<file path="src/rtl/adc_capture.sv">
// ---------------------------------------------------------------------------
// adc_capture
//
// ADC front-end capture block. The ADC data clock and data bus are brought
// into the clk domain through synchroniser chains. One sample is captured per
// selected ADC clock edge, optionally converted from offset binary, and then
// decimated by a runtime-selectable power-of-two boxcar average. Results are
// buffered in a first-word-fall-through FIFO with a valid/ready output.
//
// Optional feature macro: ADC_CAPTURE_PEAK_EN
//   When defined, peak_max/peak_min track the extremes of the decimated
//   results and clr_peak reinitialises them.
//
// Ports:
//   clk          main clock
//   rst          asynchronous active-high reset
//   adc_clk_in   ADC data clock, asynchronous to clk (<= clk/4)
//   adc_data     ADC parallel data word
//   enable       capture enable; low discards any partial window
//   dec_log2     decimation exponent d (ratio 2^d), clamped to MAX_DEC_LOG2
//   m_data       FIFO head (signed sample), 0 while the FIFO is empty
//   m_valid      FIFO not empty
//   m_ready      consumer accepts m_data
//   fifo_level   FIFO occupancy
//   overflow     sticky flag: a result was dropped because the FIFO was full
//   clr_ovf      clears overflow and drop_cnt
//   drop_cnt     saturating count of dropped results
//   mon          top MON_W bits of the last result in unsigned form
//   peak_max     (ADC_CAPTURE_PEAK_EN) largest result since reset/clear
//   peak_min     (ADC_CAPTURE_PEAK_EN) smallest result since reset/clear
//   clr_peak     (ADC_CAPTURE_PEAK_EN) reinitialises the peak trackers
// ---------------------------------------------------------------------------
module adc_capture #(
  parameter int ADC_W        = 16,
  parameter int SYNC_STAGES  = 2,
  parameter int EDGE_RISE    = 1,
  parameter int OFFSET_BIN   = 0,
  parameter int MAX_DEC_LOG2 = 4,
  parameter int FIFO_DEPTH   = 16,
  parameter int MON_W        = 4
) (
  input  logic                                 clk,
  input  logic                                 rst,
  input  logic                                 adc_clk_in,
  input  logic [ADC_W-1:0]                     adc_data,
  input  logic                                 enable,
  input  logic [$clog2(MAX_DEC_LOG2+1)-1:0]    dec_log2,
  output logic [ADC_W-1:0]                     m_data,
  output logic                                 m_valid,
  input  logic                                 m_ready,
  output logic [$clog2(FIFO_DEPTH+1)-1:0]      fifo_level,
  output logic                                 overflow,
  input  logic                                 clr_ovf,
  output logic [15:0]                          drop_cnt,
  output logic [MON_W-1:0]                     mon
`ifdef ADC_CAPTURE_PEAK_EN
  ,
  output logic signed [ADC_W-1:0]              peak_max,
  output logic signed [ADC_W-1:0]              peak_min,
  input  logic                                 clr_peak
`endif
);

  localparam int DEC_W = $clog2(MAX_DEC_LOG2 + 1);
  localparam int ACC_W = ADC_W + MAX_DEC_LOG2;
  localparam int CNT_W = MAX_DEC_LOG2 + 1;
  localparam int PTR_W = $clog2(FIFO_DEPTH);
  localparam int LVL_W = $clog2(FIFO_DEPTH + 1);

  // Flipping the MSB converts between offset binary and two's complement.
  localparam logic [ADC_W-1:0] MSB_BIT  = {1'b1, {(ADC_W-1){1'b0}}};
  localparam logic [ADC_W-1:0] CAP_FLIP = (OFFSET_BIN != 0) ? MSB_BIT : '0;

  // -------------------------------------------------------------------------
  // Synchronisers
  // -------------------------------------------------------------------------
  logic [SYNC_STAGES-1:0] clk_sync;
  logic [ADC_W-1:0]       data_sync [SYNC_STAGES];
  logic                   clk_prev;
  logic                   adc_edge;

  // The data bus goes through the same depth as the clock so the word seen at
  // the detected edge is the one that was stable around the ADC clock edge.
  always_ff @(posedge clk or posedge rst) begin
    if (rst) begin
      clk_sync <= '0;
      clk_prev <= 1'b0;
      for (int i = 0; i < SYNC_STAGES; i++) data_sync[i] <= '0;
    end else begin
      clk_sync     <= {clk_sync[SYNC_STAGES-2:0], adc_clk_in};
      clk_prev     <= clk_sync[SYNC_STAGES-1];
      data_sync[0] <= adc_data;
      for (int i = 1; i < SYNC_STAGES; i++) data_sync[i] <= data_sync[i-1];
    end
  end

  assign adc_edge = (EDGE_RISE != 0) ? (!clk_prev &&  clk_sync[SYNC_STAGES-1])
                                     : ( clk_prev && !clk_sync[SYNC_STAGES-1]);

  // -------------------------------------------------------------------------
  // Decimator
  // -------------------------------------------------------------------------
  logic signed [ADC_W-1:0] sample;
  logic signed [ACC_W-1:0] acc;
  logic signed [ACC_W-1:0] acc_sum;
  logic [CNT_W-1:0]        cnt;
  logic [CNT_W-1:0]        win_last;
  logic [DEC_W-1:0]        d_reg;
  logic [DEC_W-1:0]        d_clamped;
  logic [DEC_W-1:0]        d_win;
  logic signed [ADC_W-1:0] result_next;
  logic signed [ADC_W-1:0] res_data;
  logic                    res_valid;

  // The exponent in force for a window is sampled only at the window start,
  // so a mid-window dec_log2 change waits for the next window.
  always_comb begin
    sample    = signed'(data_sync[SYNC_STAGES-1] ^ CAP_FLIP);
    d_clamped = dec_log2;
    if (int'(dec_log2) > MAX_DEC_LOG2) d_clamped = DEC_W'(MAX_DEC_LOG2);
    d_win       = (cnt == '0) ? d_clamped : d_reg;
    win_last    = (CNT_W'(1) << d_win) - CNT_W'(1);
    acc_sum     = acc + ACC_W'(sample);
    result_next = ADC_W'(acc_sum >>> d_win);
  end

  always_ff @(posedge clk or posedge rst) begin
    if (rst) begin
      acc       <= '0;
      cnt       <= '0;
      d_reg     <= '0;
      res_valid <= 1'b0;
      res_data  <= '0;
    end else begin
      res_valid <= 1'b0;
      if (!enable) begin
        acc <= '0;
        cnt <= '0;
      end else if (adc_edge) begin
        if (cnt == '0) d_reg <= d_clamped;
        if (cnt == win_last) begin
          acc       <= '0;
          cnt       <= '0;
          res_valid <= 1'b1;
          res_data  <= result_next;
        end else begin
          acc <= acc_sum;
          cnt <= cnt + CNT_W'(1);
        end
      end
    end
  end

  // -------------------------------------------------------------------------
  // Output FIFO (first word fall through)
  // -------------------------------------------------------------------------
  logic [ADC_W-1:0] mem [FIFO_DEPTH];
  logic [PTR_W-1:0] wr_ptr;
  logic [PTR_W-1:0] rd_ptr;
  logic [LVL_W-1:0] level;
  logic             full;
  logic             pop;
  logic             wr_en;
  logic             drop;

  // A full FIFO still accepts a push when the head is popped in the same cycle.
  always_comb begin
    m_valid    = (level != '0);
    full       = (level == LVL_W'(FIFO_DEPTH));
    pop        = m_valid && m_ready;
    wr_en      = res_valid && (!full || pop);
    drop       = res_valid && full && !pop;
    m_data     = m_valid ? mem[rd_ptr] : '0;
    fifo_level = level;
  end

  always_ff @(posedge clk) begin
    if (wr_en) mem[wr_ptr] <= res_data;
  end

  always_ff @(posedge clk or posedge rst) begin
    if (rst) begin
      wr_ptr <= '0;
      rd_ptr <= '0;
      level  <= '0;
    end else begin
      if (wr_en) wr_ptr <= wr_ptr + PTR_W'(1);
      if (pop)   rd_ptr <= rd_ptr + PTR_W'(1);
      case ({wr_en, pop})
        2'b10:   level <= level + LVL_W'(1);
        2'b01:   level <= level - LVL_W'(1);
        default: level <= level;
      endcase
    end
  end

  // -------------------------------------------------------------------------
  // Overflow flag and drop counter
  // -------------------------------------------------------------------------
  // A drop in the clearing cycle wins so that it is never lost.
  always_ff @(posedge clk or posedge rst) begin
    if (rst) begin
      overflow <= 1'b0;
      drop_cnt <= '0;
    end else if (clr_ovf) begin
      overflow <= drop;
      drop_cnt <= drop ? 16'd1 : 16'd0;
    end else if (drop) begin
      overflow <= 1'b1;
      if (drop_cnt != 16'hFFFF) drop_cnt <= drop_cnt + 16'd1;
    end
  end

  // -------------------------------------------------------------------------
  // Monitor output: last result shifted into unsigned range
  // -------------------------------------------------------------------------
  always_ff @(posedge clk or posedge rst) begin
    if (rst) begin
      mon <= '0;
    end else if (res_valid) begin
      mon <= MON_W'((res_data ^ MSB_BIT) >> (ADC_W - MON_W));
    end
  end

`ifdef ADC_CAPTURE_PEAK_EN
  // -------------------------------------------------------------------------
  // Peak trackers
  // -------------------------------------------------------------------------
  localparam logic signed [ADC_W-1:0] MOST_NEG = {1'b1, {(ADC_W-1){1'b0}}};
  localparam logic signed [ADC_W-1:0] MOST_POS = {1'b0, {(ADC_W-1){1'b1}}};

  // A result arriving together with clr_peak seeds both trackers.
  always_ff @(posedge clk or posedge rst) begin
    if (rst) begin
      peak_max <= MOST_NEG;
      peak_min <= MOST_POS;
    end else if (clr_peak) begin
      peak_max <= res_valid ? res_data : MOST_NEG;
      peak_min <= res_valid ? res_data : MOST_POS;
    end else if (res_valid) begin
      if (res_data > peak_max) peak_max <= res_data;
      if (res_data < peak_min) peak_min <= res_data;
    end
  end
`endif

endmodule

</file>
<file path="config.mk">
export PLATFORM = sky130hd
export DESIGN_NAME = adc_capture
export DESIGN_NICKNAME = d
export VERILOG_FILES = /design/src/rtl/adc_capture.sv
export SDC_FILE = /design/constraint.sdc
export NUM_CORES = 1
export LEC_CHECK = 0
export ABC_CLOCK_PERIOD_IN_PS = 4000
export BUFFER_PORTS_ARGS = -buffer_cell sky130_fd_sc_hd__buf_2
export CORE_MARGIN = 2
export CORE_UTILIZATION = 45
export CTS_CLUSTER_SIZE = 30
export DETAILED_ROUTE_END_ITERATION = 7
export PLACE_DENSITY_LB_ADDON = 0.25
export SETUP_SLACK_MARGIN = 0.15
export SYNTH_ARGS = -nofsm -noshare
export SYNTH_HDL_FRONTEND = slang
export SYNTH_SLANG_ARGS = --single-unit
</file>
<file path="constraint.sdc">
create_clock -name clk -period 4 [get_ports clk]
set_input_delay 0.2 -clock clk [delete_from_list [all_inputs] [get_ports clk]]
set_output_delay 0.2 -clock clk [all_outputs]
set_load 0.01 [all_outputs]
</file>
======== After elaboration in Yosys (flattened, before gate mapping) ========
Memory sizes are Yosys's and may differ from the RTL's.
Cells that the tools add are included.
word-level totals
  bits in registers ....................... 114
  RAM bits ................................ 256
  word-level logic and storage cells ...... 72
  memories kept ........................... 1
memory list
  memory  depth  bits a word  read ports  clocked after Yosys merged registers in  write ports  line  RTL
  mem     16     16           1           0                                        1            157   logic [ADC_W-1:0] mem [FIFO_DEPTH];
cells by class
  add/sub/neg operators ................... 8
  magnitude comparators ................... 1
  eq/ne operators ......................... 6
  shifts and indexed selects .............. 2
  muxes and demuxes ....................... 21
  bitwise logic cells ..................... 1
  reduce and logical (&&, ||, !) cells .... 17
operator list
  operator                                              number
  two-way mux 16 bit                                    4
  two-way mux 20 bit                                    3
  adder 20 x 16 -> 20 bit                               1
  >>> shifter 20 x 3 -> 16 bit                          1
  adder 16 x 1 -> 16 bit, second input constant         1
  inequality test 16 bit, second input constant         1
  two-way mux 5 bit                                     3
  adder 5 x 1 -> 5 bit, second input constant           2
  one-hot mux 5 bit (2 select lines)                    1
  adder 4 x 1 -> 4 bit, second input constant           2
  two-way mux 1 bit                                     8
  two-way mux 3 bit                                     2
  nonzero test 2 bit                                    3
  == test 5 bit                                         1
  == test 5 bit, second input constant                  1
  logical AND 1 bit                                     5
  logical NOT 5 bit                                     1
  nonzero test 5 bit                                    1
  << shifter 1 x 3 -> 5 bit, first input constant       1
  subtractor 5 x 1 -> 5 bit, second input constant      1
  subtractor 5 x 2 -> 5 bit, second input constant      1
  AND reduction 2 bit                                   2
  greater-than comparator 3 bit, second input constant  1
  logical NOT 1 bit                                     3
  6 further kinds                                       6

======== Logic depth before layout (Yosys ltp) ========
  depth after elaboration ................. 9
  mapped depth ............................ 19

======== Worst setup path before layout ========
OpenSTA, ideal clock, no wires.
  path type ............................... reg-to-reg
  from .................................... reg cnt[0]
  to ...................................... reg res_data[15]
  library setup time ...................... 0.126 ns
  arrival time ............................ 3.760 ns
  data required time ...................... 3.874 ns
  setup slack ............................. 0.114 ns
  cell stages (with the launch flop) ...... 19
  period minus slack after synthesis ...... 3.886 ns
  cells stage by stage .................... dfrtp_1 -> inv_1 -> ha_1 -> nor4b_2 -> buf_6 -> mux2_2 -> buf_1 -> nor2_1 -> nand2_1 -> ha_1 -> a21oi_1 -> a221oi_2 -> a31oi_1 -> xnor2_1 -> or4_1 -> buf_6 -> or3_1 -> o21ai_1 -> a21oi_1
on the way
  cells in the longest elaborated chain, start to end .. 6
  elaborated cells between the ends (all ways) .. 7
  classes of those cells .................. add/sub (1); eq/ne (1); shift (2); mux (1); reduce/logical (2)
ends and longest elaborated chain
  element                               line  RTL
  from (decl)                           106   logic [CNT_W-1:0] cnt;
  from (signal assigned)                148   cnt <= cnt + CNT_W'(1);
  logical NOT 5 bit                     121   d_win = (cnt == '0) ? d_clamped : d_reg;
  two-way mux 3 bit                     --
  << shifter 1 x 3 -> 5 bit             122   win_last = (CNT_W'(1) << d_win) - CNT_W'(1);
  subtractor 5 x 2 -> 5 bit             122
  == test 5 bit                         141   if (cnt == win_last) begin
  AND reduction 3 bit (no source line)  --
  to (signal assigned)                  145   res_data <= result_next;
  to (decl)                             112   logic signed [ADC_W-1:0] res_data;
Parallel ways exist; a longest one is shown, timed or not.
A chain may end at the register's enable or synchronous reset.

======== Worst setup path in the final report ========
  from .................................... reg cnt[0]
  to ...................................... reg res_data[8]
Same word-level chain as after synthesis.

==> reports/metrics.yaml <==
tightest_slew_ps: 1150
reg_top3: "mem (256), acc (20)"
hpwl_um: 20500
cts_buffers: 39
synth-seq-cells: 370
crit_type: "flop to flop"
maxCapViolCount: 0
clk_pin_slew_ps: 60
portBuffers: 67
synthFlopType: "edfxtp_1"
gp_routability_congestion: 0.847
cp_num_buf_inv: 3
avgSynthCellArea_um2: 15.9
placedCellCount: 1530
synth_xor_xnor_area_share: 0.0214
post_cts_buffers: 0
ys_warn_count: 0
synth-seq-area-share: 0.660
io_pins: 68
grt_pass1_wl_um: 53600
hold_violations: 0
status: "complete, no violations"
syn_nets: 1065
rows: 69
setup_viol: 0
root_buffer: "clkbuf_16"
clkLatencyLatePin_ps: 540
pwr-share-comb: 0.235
final.min_clock_period_ps: 3600
swShare: 0.277
overflow: 0
switchingPower_w: 0.00296
core-area_mm2: 0.0353
areaGrowthSynthToFinish_pct: 15.8
route.detailed.drc: 0
p_per_area_mw_per_mm2: 578
finalCritPeriodShare: 0.899
cpMostUsedCell: "buf_4"
cp.required_ps: 4410
netlist_area_mm2: 0.0160
fmaxAchievable_mhz: 278
die_h_um: 192
vias: 9015
stdcell_count: 1618
finalNetCount: 1187
path_delay_family: "simple AND/OR/NAND/NOR gates"
crit_fanout: 12
p_leak_nw: 6.83
drv_slew: 0
cts.sinks: 370
mostFrequentLayoutCells: "edfxtp_1 (256), dfrtp_1 (112), mux4_2 (81)"
netlist.area_leader.share: 0.481
cp_slowest_cell: "or4_4"
finClkSkew_ps: 16.2
critical_path.cell_chain: "inv_1, ha_1, nor4b_4, buf_4, mux2_2, nand2_1, ha_2, a21oi_1, a221oi_2, a31oi_1, xnor2_1, or4_4, buf_4, a221o_1"
synthAdderAreaFrac: 0.0276
drive_gt1_frac: 0.238
syn_inst: 1006
synthArstFlopShare: 0.308
setup.worst_path.end_class: "flop"
cts_tree: "yes"
synthSimpleGateAreaFrac: 0.0729
synth-compound-area-share: 0.0657
p_int_w: 0.00773
regMostFlops: "mem"
grt_pass1_vias: 9230
dieWidth_um: 192
routed_via_density: 5.57
clock_tree.buffer_depth: 3
antenna_cells: 0
htree_num_levels: 2
ir_worst_vdd_mv: 0.353
wl_per_cell_um: 21.1
muxShareOfSynthArea: 0.135
yosys-top-cells-area: "edfxtp_1 (48%), dfrtp_1 (18%), mux4_2 (11%)"
fp.dieArea_mm2: 0.0370
synth_edf_count: 256
largest_reg_flops: 256
utilization: 0.524
pwr-share-clk: 0.331
dr.pass1.iters: 7
critPathMaxStageDelay_ps: 540
worstPathArrival_ps: 4010
fin_tns_setup_ps: 0
seqPwrFrac: 0.434
antenna_left: 0
grt_antenna_before_repair: 0
initial_core_util: 0.453
synth_top_family_by_area: "multiplexers"
synth_top_area_cell: "edfxtp_1"
maxSlewHeadroom: 0.234
wl_um: 34200
hp-class: "primary input to flop"
layout_commonest_cell: "edfxtp_1"
rsz0062_at_grt: "false"
start_kind: "flop"
grt_max_degree: 68
track_usage: 0.192
drtIter0Drc: 678
synth_cell_types: 66
per-layer routing:
metal	vias to the layer above	share of wire	track usage
li1	4139	-	-
met1	4600	0.43	0.258
met2	222	0.50	0.328
met3	54	0.049	0.0302
met4	0	0.020	0.0508
met5	-	0	0
final timing paths:
| path | startpoint | slack [ps] | to | depth (start not counted) |
|---|---|---|---|---|
| worst max register to register | cnt[0] | 400 | res_data[8] | 14 |
| worst min register to register | data_sync[30] | 340 | sample[14] | 0 |
| worst min-delay path | clr_ovf | 40 | drop_cnt[4] | 2 |
| max in group asynchronous | rst | 2920 | sample[13] | 4 |
| min in group asynchronous | rst | 300 | fifo_level[2] | 3 |
| worst max-delay path | cnt[0] | 400 | res_data[8] | 14 |
power by group through the flow:
stage	sequential [W]	clock, W	combinational, W
after floorplan	0.00447	0	0.00199
after global placement	0.00472	0	0.00253
after detailed placement	0.00473	0	0.00254
after CTS	0.00466	0.00362	0.00257
after global routing	0.00469	0.00379	0.00277
final	0.00464	0.00354	0.00251
area by class of cell:
type	instances	area, um2
clock buffer	50	1030
clock inverter	20	221
fill	2851	16800
inverter	27	116
multi-input combinational	567	5180
sequential	370	10500
tap	461	577
timing repair buffer	123	838
synth_stat cells (3+ instances only):
cell type,n
a211oi_1,4
a21boi_0,3
a21o_1,10
a21oi_1,27
a221oi_1,3
a22o_1,15
a311oi_1,3
a31oi_1,5
and2_1,22
and3_1,6
and4_1,5
buf_1,9
buf_6,3
clkbuf_1,30
dfrtp_1,114
edfxtp_1,256
ha_1,32
inv_1,26
mux2_2,15
mux2i_1,10
mux2i_2,3
mux4_2,81
nand2_1,67
nand2b_1,5
nand3_1,17
nand3b_1,3
nand4_1,8
nor2_1,43
nor2b_1,23
nor3_1,10
nor3b_1,4
o211ai_1,12
o21a_1,3
o21ai_0,44
o221ai_1,3
or3_1,5
xnor2_1,18
xor2_1,21
worst register-to-register path, cell delays in order, from the launching register on:
cell	delay (ps)
dfrtp_1	370
inv_1	100
ha_1	160
nor4b_4	240
buf_4	240
mux2_2	370
nand2_1	100
ha_2	240
a21oi_1	70
a221oi_2	240
a31oi_1	80
xnor2_1	170
or4_4	540
buf_4	220
a221o_1	350
stage by stage:
| stage | instance area (um2) | setup slack (ps) | total power [W] | hold slack, ps |
|---|---|---|---|---|
| 2_1_floorplan | 16000 | 198 | 0.00646 | 231 |
| 3_3_place_gp | 17100 | 211 | 0.00725 | 310 |
| 3_5_place_dp | 17100 | 83.2 | 0.00728 | 309 |
| 4_1_cts | 18500 | 249 | 0.0108 | 35.6 |
| 5_1_grt | 18500 | 174 | 0.0112 | 48.4 |
| 6_report | 18500 | 404 | 0.0107 | 43.3 |
kinds of logic (layout without fill, tap and decap cells):
family,after synthesis,after routing
DFF,370,370
and+or+nand+nor,229,229
AOI/OAI and AO/OA,155,155
muxes,110,110
buffers and inverters,69,220
xor gates and xnor gates,39,39
adders and majority gates,34,34
repair_timing:
| action | 4_1_cts | 5_1_grt |
|---|---|---|
| endpoints found under the hold margin | 64 | 0 |
| resized for setup | 1 | 3 |
| endpoints found under the setup margin | 3 | 22 |
| pin swaps | 0 | 1 |
| hold buffers | 18 | 0 |
(Power assumes the default switching activity.)
